<file path="src/rtl/move_average_pkg.sv">
// Shared types and elaboration helpers for the multi-channel moving-average scheduler.
package move_average_pkg;

    // state   | meaning
    // EMPTY   | no samples in the window since the last clear
    // FILLING | some samples in; the average still contains reset zeros
    // FULL    | the window holds WIN real samples
    typedef enum logic [1:0] {
        EMPTY   = 2'd0,
        FILLING = 2'd1,
        FULL    = 2'd2
    } ch_state_t;

    function automatic int clog2(input int n);
        int r;
        r = 0;
        for (int i = 0; i < 31; i++) begin
            if ((1 << i) < n) r = i + 1;
        end
        return r;
    endfunction

    function automatic int sum_width(input int width, input int ave_log2);
        return width + ave_log2;
    endfunction

    function automatic ch_state_t fill_state(input int fill, input int win);
        if (fill == 0) return EMPTY;
        else if (fill < win) return FILLING;
        else return FULL;
    endfunction

endpackage

</file>
<file path="src/rtl/move_average_sched_rr_arbiter.sv">
// Round-robin grant among N requesters; the search starts just after the last winner.
module rr_arbiter
    import move_average_pkg::*;
#(
    parameter int N = 4
) (
    input  logic                  clk,
    input  logic                  rst_n,
    input  logic                  i_clr,
    input  logic [N-1:0]          i_req,
    input  logic                  i_adv,
    output logic [N-1:0]          o_gnt,
    output logic [clog2(N)-1:0]   o_idx,
    output logic                  o_any
);

    localparam int IW = clog2(N);

    logic [IW-1:0] r_ptr;
    int            w_pos;

    always_comb begin
        o_gnt = '0;
        o_idx = '0;
        o_any = 1'b0;
        w_pos = 0;
        for (int k = 0; k < N; k++) begin
            w_pos = int'(r_ptr) + k;
            if (w_pos >= N) w_pos = w_pos - N;
            if (!o_any && i_req[w_pos[IW-1:0]]) begin
                o_any                = 1'b1;
                o_gnt[w_pos[IW-1:0]] = 1'b1;
                o_idx                = w_pos[IW-1:0];
            end
        end
    end

    // r_ptr is the first channel considered next cycle, not the last winner
    always_ff @(posedge clk or negedge rst_n) begin
        if (!rst_n) begin
            r_ptr <= '0;
        end else if (i_clr) begin
            r_ptr <= '0;
        end else if (i_adv && o_any) begin
            r_ptr <= (o_idx == IW'(N - 1)) ? '0 : o_idx + 1'b1;
        end
    end

endmodule

</file>
<file path="src/rtl/move_average_sched.sv">
// Shares one moving-average adder between NCH sample channels with round-robin grants.
// Build option MOVE_AVG_ROUND_EN: round half up before the divide instead of truncating.
module move_average_sched
    import move_average_pkg::*;
#(
    parameter int WIDTH    = 16,
    parameter int NCH      = 4,
    parameter int AVE_LOG2 = 2
) (
    input  logic                      clk,
    input  logic                      rst_n,
    input  logic                      enable,
    input  logic [NCH-1:0]            req_valid,
    input  logic [NCH*WIDTH-1:0]      req_data,
    output logic [NCH-1:0]            req_ready,
    input  logic [NCH-1:0]            flush,
    output logic                      out_valid,
    input  logic                      out_ready,
    output logic [clog2(NCH)-1:0]     out_chan,
    output logic [WIDTH-1:0]          out_data,
    output logic                      out_warm
);

    localparam int WIN = 1 << AVE_LOG2;
    localparam int CW  = clog2(NCH);
    localparam int SW  = sum_width(WIDTH, AVE_LOG2);
    localparam int FW  = AVE_LOG2 + 1;
`ifdef MOVE_AVG_ROUND_EN
    localparam int RND = (1 << AVE_LOG2) >> 1;
`else
    localparam int RND = 0;
`endif

    logic                 r_live;
    logic [NCH-1:0]       r_pend_valid;
    logic [WIDTH-1:0]     r_pend_data [NCH];
    logic [WIDTH-1:0]     r_win [NCH][WIN];
    logic [FW-1:0]        r_fill [NCH];

    logic                 r_s1_valid;
    logic [CW-1:0]        r_s1_chan;
    logic [WIDTH-1:0]     r_s1_avg;
    logic                 r_s1_warm;

    logic                 r_out_valid;
    logic [CW-1:0]        r_out_chan;
    logic [WIDTH-1:0]     r_out_data;
    logic                 r_out_warm;

    logic                 w_en;
    logic                 w_stall;
    logic                 w_adv;
    logic [NCH-1:0]       w_gnt;
    logic [CW-1:0]        w_gidx;
    logic                 w_gany;
    logic [SW-1:0]        w_sum;
    logic [WIDTH-1:0]     w_avg;
    logic [FW-1:0]        w_new_fill;
    ch_state_t            w_new_state;

    // r_live keeps req_ready low while reset is asserted even if enable is already high
    assign w_en      = enable & r_live;
    assign w_stall   = r_out_valid & ~out_ready;
    assign w_adv     = w_en & ~w_stall;
    assign req_ready = {NCH{w_en}} & ~r_pend_valid;

    rr_arbiter #(.N(NCH)) u_arb (
        .clk   (clk),
        .rst_n (rst_n),
        .i_clr (~w_en),
        .i_req (r_pend_valid),
        .i_adv (w_adv),
        .o_gnt (w_gnt),
        .o_idx (w_gidx),
        .o_any (w_gany)
    );

    // Shared adder: sums the granted channel's window as it will look after the shift
    always_comb begin
        w_sum = SW'(r_pend_data[w_gidx]) + SW'(RND);
        for (int k = 0; k < WIN - 1; k++) begin
            w_sum = w_sum + SW'(r_win[w_gidx][k]);
        end
    end

    assign w_avg       = WIDTH'(w_sum >> AVE_LOG2);
    assign w_new_fill  = (r_fill[w_gidx] == FW'(WIN)) ? r_fill[w_gidx] : r_fill[w_gidx] + 1'b1;
    assign w_new_state = fill_state(int'(w_new_fill), WIN);

    always_ff @(posedge clk or negedge rst_n) begin
        if (!rst_n) r_live <= 1'b0;
        else        r_live <= 1'b1;
    end

    always_ff @(posedge clk or negedge rst_n) begin
        if (!rst_n) begin
            r_pend_valid <= '0;
            for (int i = 0; i < NCH; i++) begin
                r_pend_data[i] <= '0;
                r_fill[i]      <= '0;
                for (int k = 0; k < WIN; k++) r_win[i][k] <= '0;
            end
        end else begin
            for (int i = 0; i < NCH; i++) begin
                if (!w_en || flush[i]) begin
                    r_pend_valid[i] <= 1'b0;
                    r_fill[i]       <= '0;
                    for (int k = 0; k < WIN; k++) r_win[i][k] <= '0;
                end else if (w_adv && w_gnt[i]) begin
                    r_pend_valid[i] <= 1'b0;
                    r_fill[i]       <= w_new_fill;
                    r_win[i][0]     <= r_pend_data[i];
                    for (int k = 1; k < WIN; k++) r_win[i][k] <= r_win[i][k-1];
                end else if (req_valid[i] && req_ready[i]) begin
                    r_pend_valid[i] <= 1'b1;
                    r_pend_data[i]  <= req_data[i*WIDTH +: WIDTH];
                end
            end
        end
    end

    // A flush landing on the grant cycle suppresses that result
    always_ff @(posedge clk or negedge rst_n) begin
        if (!rst_n) begin
            r_s1_valid <= 1'b0;
            r_s1_chan  <= '0;
            r_s1_avg   <= '0;
            r_s1_warm  <= 1'b0;
        end else if (!w_en) begin
            r_s1_valid <= 1'b0;
        end else if (!w_stall) begin
            r_s1_valid <= w_gany & ~flush[w_gidx];
            r_s1_chan  <= w_gidx;
            r_s1_avg   <= w_avg;
            r_s1_warm  <= (w_new_state != FULL);
        end
    end

    always_ff @(posedge clk or negedge rst_n) begin
        if (!rst_n) begin
            r_out_valid <= 1'b0;
            r_out_chan  <= '0;
            r_out_data  <= '0;
            r_out_warm  <= 1'b0;
        end else if (!w_stall) begin
            r_out_valid <= r_s1_valid & w_en;
            if (r_s1_valid && w_en) begin
                r_out_chan <= r_s1_chan;
                r_out_data <= r_s1_avg;
                r_out_warm <= r_s1_warm;
            end
        end
    end

    assign out_valid = r_out_valid;
    assign out_chan  = r_out_chan;
    assign out_data  = r_out_data;
    assign out_warm  = r_out_warm;

endmodule

</file>
<file path="config.mk">
export PLATFORM = sky130hd
export DESIGN_NAME = move_average_sched
export DESIGN_NICKNAME = d
export VERILOG_FILES = /design/src/rtl/move_average_pkg.sv /design/src/rtl/move_average_sched_rr_arbiter.sv /design/src/rtl/move_average_sched.sv
export SDC_FILE = /design/constraint.sdc
export NUM_CORES = 1
export LEC_CHECK = 0
export ABC_AREA = 1
export CORE_ASPECT_RATIO = 0.7
export CORE_MARGIN = 10
export CORE_UTILIZATION = 45
export DETAILED_ROUTE_END_ITERATION = 10
export GPL_ROUTABILITY_DRIVEN = 0
export PLACE_DENSITY = 0.65
export SYNTH_ARGS = -nofsm -noshare
export SYNTH_HDL_FRONTEND = slang
export SYNTH_SLANG_ARGS = --single-unit
</file>
<file path="constraint.sdc">
create_clock -name clk -period 6.7 [get_ports clk]
set_input_delay 0.67 -clock clk [delete_from_list [all_inputs] [get_ports clk]]
set_output_delay 0.67 -clock clk [all_outputs]
set_load 0.02 [all_outputs]
</file>
==> results of run 1 <==
[layout by cell type (no fill, tap or decap), types with 12 or more instances in the layout]
cell / instances
dfrtp_1: 314
o21ai_1: 19
o21ai_0: 193
ha_1: 25
nand3_1: 72
nand2_1: 218
o22ai_1: 171
nand2_2: 16
inv_1: 314
a32oi_1: 12
a21oi_1: 65
clkbuf_16: 31
fa_1: 32
clkdlybuf4s50_1: 98
nor2_1: 118
mux2_2: 15
o211ai_1: 20
[metal layers]
metal  GRT usage  vias up  share of wire
met5           0        -              0
met4      0.0735        0          0.037
met3      0.0312      110          0.058
met2       0.337      463           0.47
met1       0.272     6254           0.44
li1            -     5991              -
[final cells by class]
| type | instances | area [um^2] |
|---|---|---|
| Fill cell | 3240 | 16500 |
| Inverter | 321 | 1210 |
| Clock inverter | 10 | 125 |
| Clock buffer | 46 | 922 |
| Sequential cell | 315 | 7880 |
| Tap cell | 472 | 591 |
| Multi-Input combinational cell | 1052 | 6350 |
| Timing Repair Buffer | 115 | 1160 |
[worst max-delay path, delay by kind of cell, from the launching register on]
kind | cells | cell delay, ps
adder cells (fa/ha/maj) | 4 | 1740
XOR/XNOR | 1 | 110
flip-flops | 1 | 470
AND/OR/NAND/NOR | 13 | 1740
buffers and inverters | 4 | 730
AO/OA/AOI/OAI | 7 | 1190
[what timing repair did]
item	4_1_cts	5_1_grt
endpoints found under the setup margin	0	2
resized for setup	0	4
hold buffers	0	0
[cells by family after synthesis]
family | Yosys count | share of synthesized area
AO/OA/AOI/OAI | 506 | 0.185
AND/OR/NAND/NOR | 452 | 0.125
buffers and inverters | 424 | 0.106
flip-flops | 315 | 0.497
adder cells (fa/ha/maj) | 57 | 0.0601
multiplexers | 26 | 0.0210
XOR/XNOR | 9 | 0.00544
other | 1 | 0.000236
[stage by stage]
step                std cells  power [uW]  utilization
global route             2331        9740        0.525
CTS                      2330        8980        0.525
floorplan                1790        5580            -
finish                   2331        9050        0.525
global placement         2274        7070        0.495
detailed placement       2274        7160        0.495
[worst paths after layout]
kind / to / slack (ps) / cells past startpoint
max in group asynchronous: r_pend_data[57]$_DFFE_PN0P_ / 4890 / 2
min in group clk: r_s1_avg[12]$_DFFE_PN0P_ / 480 / 2
setup reg to reg: r_s1_avg[13]$_DFFE_PN0P_ / 560 / 29
hold reg to reg: r_s1_avg[12]$_DFFE_PN0P_ / 480 / 2
setup / recovery: r_s1_avg[13]$_DFFE_PN0P_ / 560 / 29
hold / removal: r_live$_DFF_PN0_ / 140 / 1
[power by group]
group	switching [uW]	total [uW]	internal [uW]
registers	123	2220	2090
logic	3270	5040	1760
clock network	770	1800	1030
[sequential cells by signal, indices dropped and copies added (netlist names), 2 cells and up]
signal        flops
r_win           192
r_pend_data      64
out_data         16
r_s1_avg         16
r_fill           12
r_pend_valid      4
out_chan          2
r_s1_chan         2
u_arb.r_ptr       2
==> impl_metrics.ini, run 1 <==
[flow_run]
cap_viol_max_count = 0

[worst_setup_path]
cp_common_cell = nand2_1
slowest_delay_ps = 500
cp.required_ps = 7140
rr_startpoint = u_arb.r_ptr[1]$_DFFE_PN0P_
worst-setup-path-type = reg2reg
crit_fanout = 19
critPathCaptureType = register
critPathArrivalTime_ps = 6580
cp_slowest_cell = fa_1
cp-start-kind = register
startpoint = u_arb.r_ptr[1]$_DFFE_PN0P_

[placed_design]
place_area_um2 = 17200
port_buffers = 99
place_hpwl_um = 31900
place_worst_setup_slack_ps = 430

[global_routing]
antenna_found_initial = 0
grt_overflow = 0
grt_max_degree = 189
grt_pass1_vias = 12610
grt_pass1_wl_um = 70500
grt_util_all_layers = 0.205

[sta]
fin_skew_ps = 20.8
setup_tns_ps = 0
whs_ps = 141
setup_viol = 0
fin_crit_sh = 0.917
drv_slew = 0
max_freq_mhz = 163
min_period_ps = 6140
tightest_slew_ps = 1210
rsz0062_at_grt = false
relSlewSlack = 0.196
hold_viol = 0
worst_slack_ps = 557

[cts]
insertion_delay_ps = 590
clockBufferDepth = 3
cts_sinks = 315
path_clk_slew_ps = 60
cts_tree = built
cts_setup_buffers = 0
tritoncts.num_buffers = 31
root_buffer = clkbuf_16
ctsHtreeMaxLevel = 1

[synth]
ys_seq_area_frac = 0.497
synth.top_cell.area_share = 0.497
yosysWarnings = 0
synth_common_cells = dfrtp_1 (315), inv_1 (314), nand2_1 (220), o21ai_0 (193), o22ai_1 (171)
syn_nets = 1923
synthTopCellsByArea = dfrtp_1 (50%), inv_1 (7.4%), o22ai_1 (6.7%)
yosysMostFrequentCell = dfrtp_1
synthFlopType = dfrtp_1
synth_seq_cells = 315
netlist_area_um2 = 15900
synth-edff-count = 0
synthCells = 1790
async_reset_ff_frac = 1.00
syn_area_per_cell_um2 = 8.87
ys_types = 53
synth_top_area_cell = dfrtp_1

[route]
wire_per_inst_um = 19.4
drt.antenna.violating_nets = 0
drtIter0Drc = 1285
vias_per_cell = 5.50
drc = 0
via_count = 12818
drt_wl_total_um = 45300
first_pass_iters = 10

[floorplanning]
die_x_um = 244
die_y_um = 177
core-area_um2 = 34700
ioPinCount = 100
dieArea_um2 = 43300
rows = 57
start_util = 0.457

[run_status]
status = finished clean

[cells_and_area]
fin_nets = 1969
drive_above_1_share = 0.0823
n_antenna_cell = 0
fin_area_um2 = 18200
syn2layout_area_growth_pct = 15.0

[min_path]
hold_path_class = in2async

[power_and_ir_drop]
ir_drop_v = 0.000354
p_leak_uw = 0.00854
powerDensity_nw_per_um2 = 496
Note: power is estimated with default switching activity, not from simulation.
==> run 2: changes to the inputs <==
Settings changed: CORE_UTILIZATION 45 to 25, MAX_ROUTING_LAYER set to met4, PLACE_DENSITY 0.65 to 0.42.
==> impl_metrics.ini, run 2 (synthesis results as in run 1) <==
[run_status]
status = finished clean

[power_and_ir_drop]
ir_drop_v = 0.000328
p_leak_uw = 0.00857
powerDensity_nw_per_um2 = 498

[cts]
ctsHtreeMaxLevel = 2
insertion_delay_ps = 540
cts_setup_buffers = 0
cts_tree = built
root_buffer = clkbuf_16
cts_sinks = 315
path_clk_slew_ps = 70
clockBufferDepth = 3
hold_buffers = 0
tritoncts.num_buffers = 34

[route]
via_count = 12520
drt_wl_total_um = 53200
drtIter0Drc = 866
drt.antenna.violating_nets = 0
vias_per_cell = 4.65
wire_per_inst_um = 19.7
drc = 0
first_pass_iters = 5

[sta]
max_freq_mhz = 160
hold_viol = 0
tightest_slew_ps = 1080
setup_viol = 0
drv_slew = 0
rsz0062_at_grt = false
fin_skew_ps = 29.0
relSlewSlack = 0.277
min_period_ps = 6260
setup_tns_ps = 0
worst_slack_ps = 442
fin_crit_sh = 0.934

[cells_and_area]
fin_nets = 1974
layout_common_cells = dfrtp_1 (315), inv_1 (314), nand2_1 (217)
register_area_um2 = 7880
syn2layout_area_growth_pct = 18.2
largest_register_ffs = 192
final_common_cell = dfrtp_1
n_antenna_cell = 0
reg.largest.list = r_win x192, r_pend_data x64
multi_input_area_um2 = 6350
regMostFlops = r_win
fillers = 6796
drive_above_1_share = 0.0836

[global_routing]
grt_util_all_layers = 0.146
grt_max_degree = 159
grt_overflow = 0
antenna_found_initial = 0
grt_pass1_wl_um = 82200
grt_pass1_vias = 13029

[min_path]
hold_path_class = in2async

[worst_setup_path]
critPathCaptureType = register
crit_fanout = 99
critPathArrivalTime_ps = 6670
cp_slowest_cell = fa_1
crit_family = adder cells
cp-start-kind = register
crit_buf_inv = 7
worst-setup-path-type = reg2reg
cp.required_ps = 7110
slowest_delay_ps = 590

[floorplanning]
ioPinCount = 100
rows = 77
start_util = 0.252
core-area_um2 = 63000
die_y_um = 231
die_x_um = 321
dieArea_um2 = 74100

[placed_design]
place_hpwl_um = 37900
place_worst_setup_slack_ps = 385
port_buffers = 99

[flow_run]
cap_viol_max_count = 0
[run 2: changes by cell type in the layout (fill, tap and decap cells not counted), moves of 2 or more]
cell / before / now
clkbuf_1: 6 / 10
buf_4: 10 / 15
clkbuf_16: 31 / 35
clkinv_2: 5 / 3
buf_6: 3 / 1
[run 2: path summary, 6_finish.rpt]
check | from | end | slack, ps | depth (start not counted)
setup / recovery | u_arb.r_ptr[0]$_DFFE_PN0P_ | r_s1_avg[14]$_DFFE_PN0P_ | 440 | 26
hold / removal | rst_n | r_win[19]$_DFFE_PN0N_ | 230 | 1
setup reg to reg | u_arb.r_ptr[0]$_DFFE_PN0P_ | r_s1_avg[14]$_DFFE_PN0P_ | 440 | 26
hold reg to reg | r_s1_avg[8]$_DFFE_PN0P_ | r_s1_avg[8]$_DFFE_PN0P_ | 480 | 2
max in group asynchronous | rst_n | r_pend_data[26]$_DFFE_PN0P_ | 5000 | 2
min in group clk | r_s1_avg[8]$_DFFE_PN0P_ | r_s1_avg[8]$_DFFE_PN0P_ | 480 | 2
[run 2: metrics by stage]
step	util	area, um^2	hold slack (ps)	power (uW)	instances
2_1_floorplan	-	15900	374	5580	1790
4_1_cts	0.298	18800	260	9420	2695
3_5_place_dp	0.280	17600	474	7450	2634
5_1_grt	0.298	18800	289	10100	2695
6_report	0.298	18800	230	9350	2695
3_3_place_gp	0.280	17600	468	7470	2634
[run 2: worst register-to-register path: stages, from the launching register on]
cell	delay, ps
dfrtp_1	550
inv_2	190
ha_1	420
inv_1	130
nand2_1	100
nand2_2	100
o21ai_1	180
nand2_1	160
nand3_4	170
buf_12	360
buf_6	470
nand2_1	100
o21ai_0	140
o22ai_1	190
fa_1	560
inv_1	50
fa_1	590
inv_1	70
ha_1	370
a21oi_1	200
inv_1	60
a31oi_1	360
nor2_1	70
a211oi_1	250
nand3_1	110
nand3_1	130
nand2_1	60
[run 2: area by class of cell]
type | instances | area share
inverters | 321 | 0.0643
clock buffers | 54 | 0.0553
multi-input cells | 1051 | 0.338
well taps | 829 | 0.0553
flip-flops and latches | 315 | 0.420
repair buffers | 118 | 0.0629
clock inverters | 7 | 0.00387
[run 2: report_power, final]
| part | switching [uW] | internal [uW] |
|---|---|---|
| logic | 3410 | 1790 |
| clock network | 818 | 1110 |
| registers | 130 | 2090 |
| total | 4360 | 4990 |
[run 2: timing repair]
| action | in CTS | in global routing |
|---|---|---|
| setup endpoints to repair | 0 | 1 |
| resized for setup | 0 | 1 |
| endpoints found under the hold margin | 0 | 0 |
[run 2: routing by layer]
layer / track usage / share of wire / up-vias
met4: 0.0205 / 0.010 / 0
met1: 0.204 / 0.50 / 6216
met5: - / 0 / -
met2: 0.228 / 0.45 / 249
li1: - / - / 6010
met3: 0.0208 / 0.038 / 45
==> run 3: changes to the inputs <==
Settings changed: GPL_TIMING_DRIVEN set to 0.
==> impl_metrics.ini, run 3 (synthesis results as in run 1) <==
[floorplanning]
core-area_um2 = 63000
die_y_um = 231
start_util = 0.252
dieArea_um2 = 74100
rows = 77
die_x_um = 321
ioPinCount = 100

[cells_and_area]
fin_area_um2 = 19200
regMostFlops = r_win
final_util = 0.305
layout_common_cells = inv_1 (313), dfrtp_1 (313), nand2_1 (220)
drive_above_1_share = 0.106
reg.largest.list = r_win x192, r_pend_data x64
fin_nets = 2070
largest_register_ffs = 192
syn2layout_area_growth_pct = 21.2

[placed_design]
place_hpwl_um = 49200
place_area_um2 = 18000
port_buffers = 99

[sta]
tightest_slew_ps = 904
relSlewSlack = 0.398
hold_viol = 0
fin_crit_sh = 0.947
setup_viol = 0
rsz0062_at_grt = false
drv_slew = 0
min_period_ps = 6350
max_freq_mhz = 158
fin_skew_ps = 30.6

[worst_setup_path]
worst-setup-path-type = reg2reg
rr_worst_depth = 29
crit_fanout = 10
critPathCaptureType = register
cp_common_cell = nand2_1
critPathArrivalTime_ps = 6740
regToRegSetupSlack_ps = 350
cp-start-kind = register
rr_startpoint = u_arb.r_ptr[0]$_DFFE_PN0P_
slowest_delay_ps = 610
r2r-end = r_s1_avg[13]$_DFFE_PN0P_
endpoint = r_s1_avg[13]$_DFFE_PN0P_
cp_slowest_cell = fa_1
startpoint = u_arb.r_ptr[0]$_DFFE_PN0P_
cp.required_ps = 7100

[route]
drt_wl_total_um = 62400
drtIter0Drc = 1403
via_count = 13636
vias_per_cell = 4.88
wire_per_inst_um = 22.4
first_pass_iters = 6
drt.antenna.violating_nets = 0
drc = 0

[power_and_ir_drop]
total_power_uw = 9990
powerDensity_nw_per_um2 = 519
p_leak_uw = 0.00882
ir_drop_v = 0.000453

[cts]
clockBufferDepth = 3
cts_tree = built
ctsHtreeMaxLevel = 2
path_clk_slew_ps = 60
root_buffer = clkbuf_16
tritoncts.num_buffers = 35
cts_sinks = 315
insertion_delay_ps = 550

[global_routing]
grt_pass1_wl_um = 91500
antenna_found_initial = 5
grt_util_all_layers = 0.171
grt_overflow = 0
grt_max_degree = 104
grt_pass1_vias = 13598

[min_path]
hold_path_class = reg2reg

[run_status]
status = finished clean

[flow_run]
cap_viol_max_count = 0
run 3: cell type report:
type | instances | area (um^2)
multi-input cells | 1051 | 6330
repair buffers | 110 | 1140
clock buffers | 49 | 978
diodes | 2 | 5.00
flip-flops and latches | 315 | 7890
clock inverters | 12 | 133
well taps | 829 | 1040
fillers | 6728 | 43800
inverters | 321 | 1210
plain buffers | 103 | 515
run 3: routing by layer:
layer  track usage  vias up  wire, um
li1              -     6229         -
met1         0.256     6813     31500
met2         0.236      526     25400
met3        0.0310       68      4580
met4        0.0299        0       962
met5             -        -         0
run 3: worst min-delay path by stage:
stage / from / endpoint / slack, ps / cells after the start
2_1_floorplan: rst_n / out_chan[0]$_DFFE_PN0P_ / 370 / 0
3_5_place_dp: r_s1_avg[12]$_DFFE_PN0P_ / r_s1_avg[12]$_DFFE_PN0P_ / 470 / 2
4_1_cts: r_s1_avg[12]$_DFFE_PN0P_ / r_s1_avg[12]$_DFFE_PN0P_ / 490 / 2
6_report: r_s1_chan[1]$_DFFE_PN0P_ / r_s1_chan[1]$_DFFE_PN0P_ / 480 / 2
3_3_place_gp: out_data[15]$_DFFE_PN0P_ / out_data[15]$_DFFE_PN0P_ / 470 / 2
5_1_grt: r_win[157]$_DFFE_PN0N_ / r_win[157]$_DFFE_PN0N_ / 510 / 2
run 3: what timing repair did:
action / 4_1_cts / 5_1_grt
endpoints found under the setup margin: 4 / 5
hold endpoints to repair: 20 / 0
setup buffers: 0 / 7
gates resized for setup: 19 / 23
hold buffers: 1 / 0
pin swaps: 1 / 2
run 3: report_power, final:
part	internal (uW)	switching, uW
clock network	1100	842
logic	1940	3880
registers	2090	123
run 3: stage by stage:
stage / setup slack [ps] / cells / hold WS (ps) / TNS [ps]
floorplan: 1180 / 1790 / 374 / 0
global placement: -9620 / 2718 / 466 / -3013140
detailed placement: -606 / 2721 / 470 / -1470
CTS: 13.6 / 2783 / 487 / 0
global route: 15.2 / 2790 / 512 / 0
finish: 352 / 2792 / 477 / 0
run 3: critical path, delay by kind of cell, from the launching register on:
| family | cells | cell delay, ps |
|---|---|---|
| fa+ha+maj | 4 | 1920 |
| compound gates | 8 | 1600 |
| simple gates | 10 | 1030 |
| buf+inv | 6 | 940 |
| flops | 1 | 460 |
| xor+xnor | 1 | 210 |
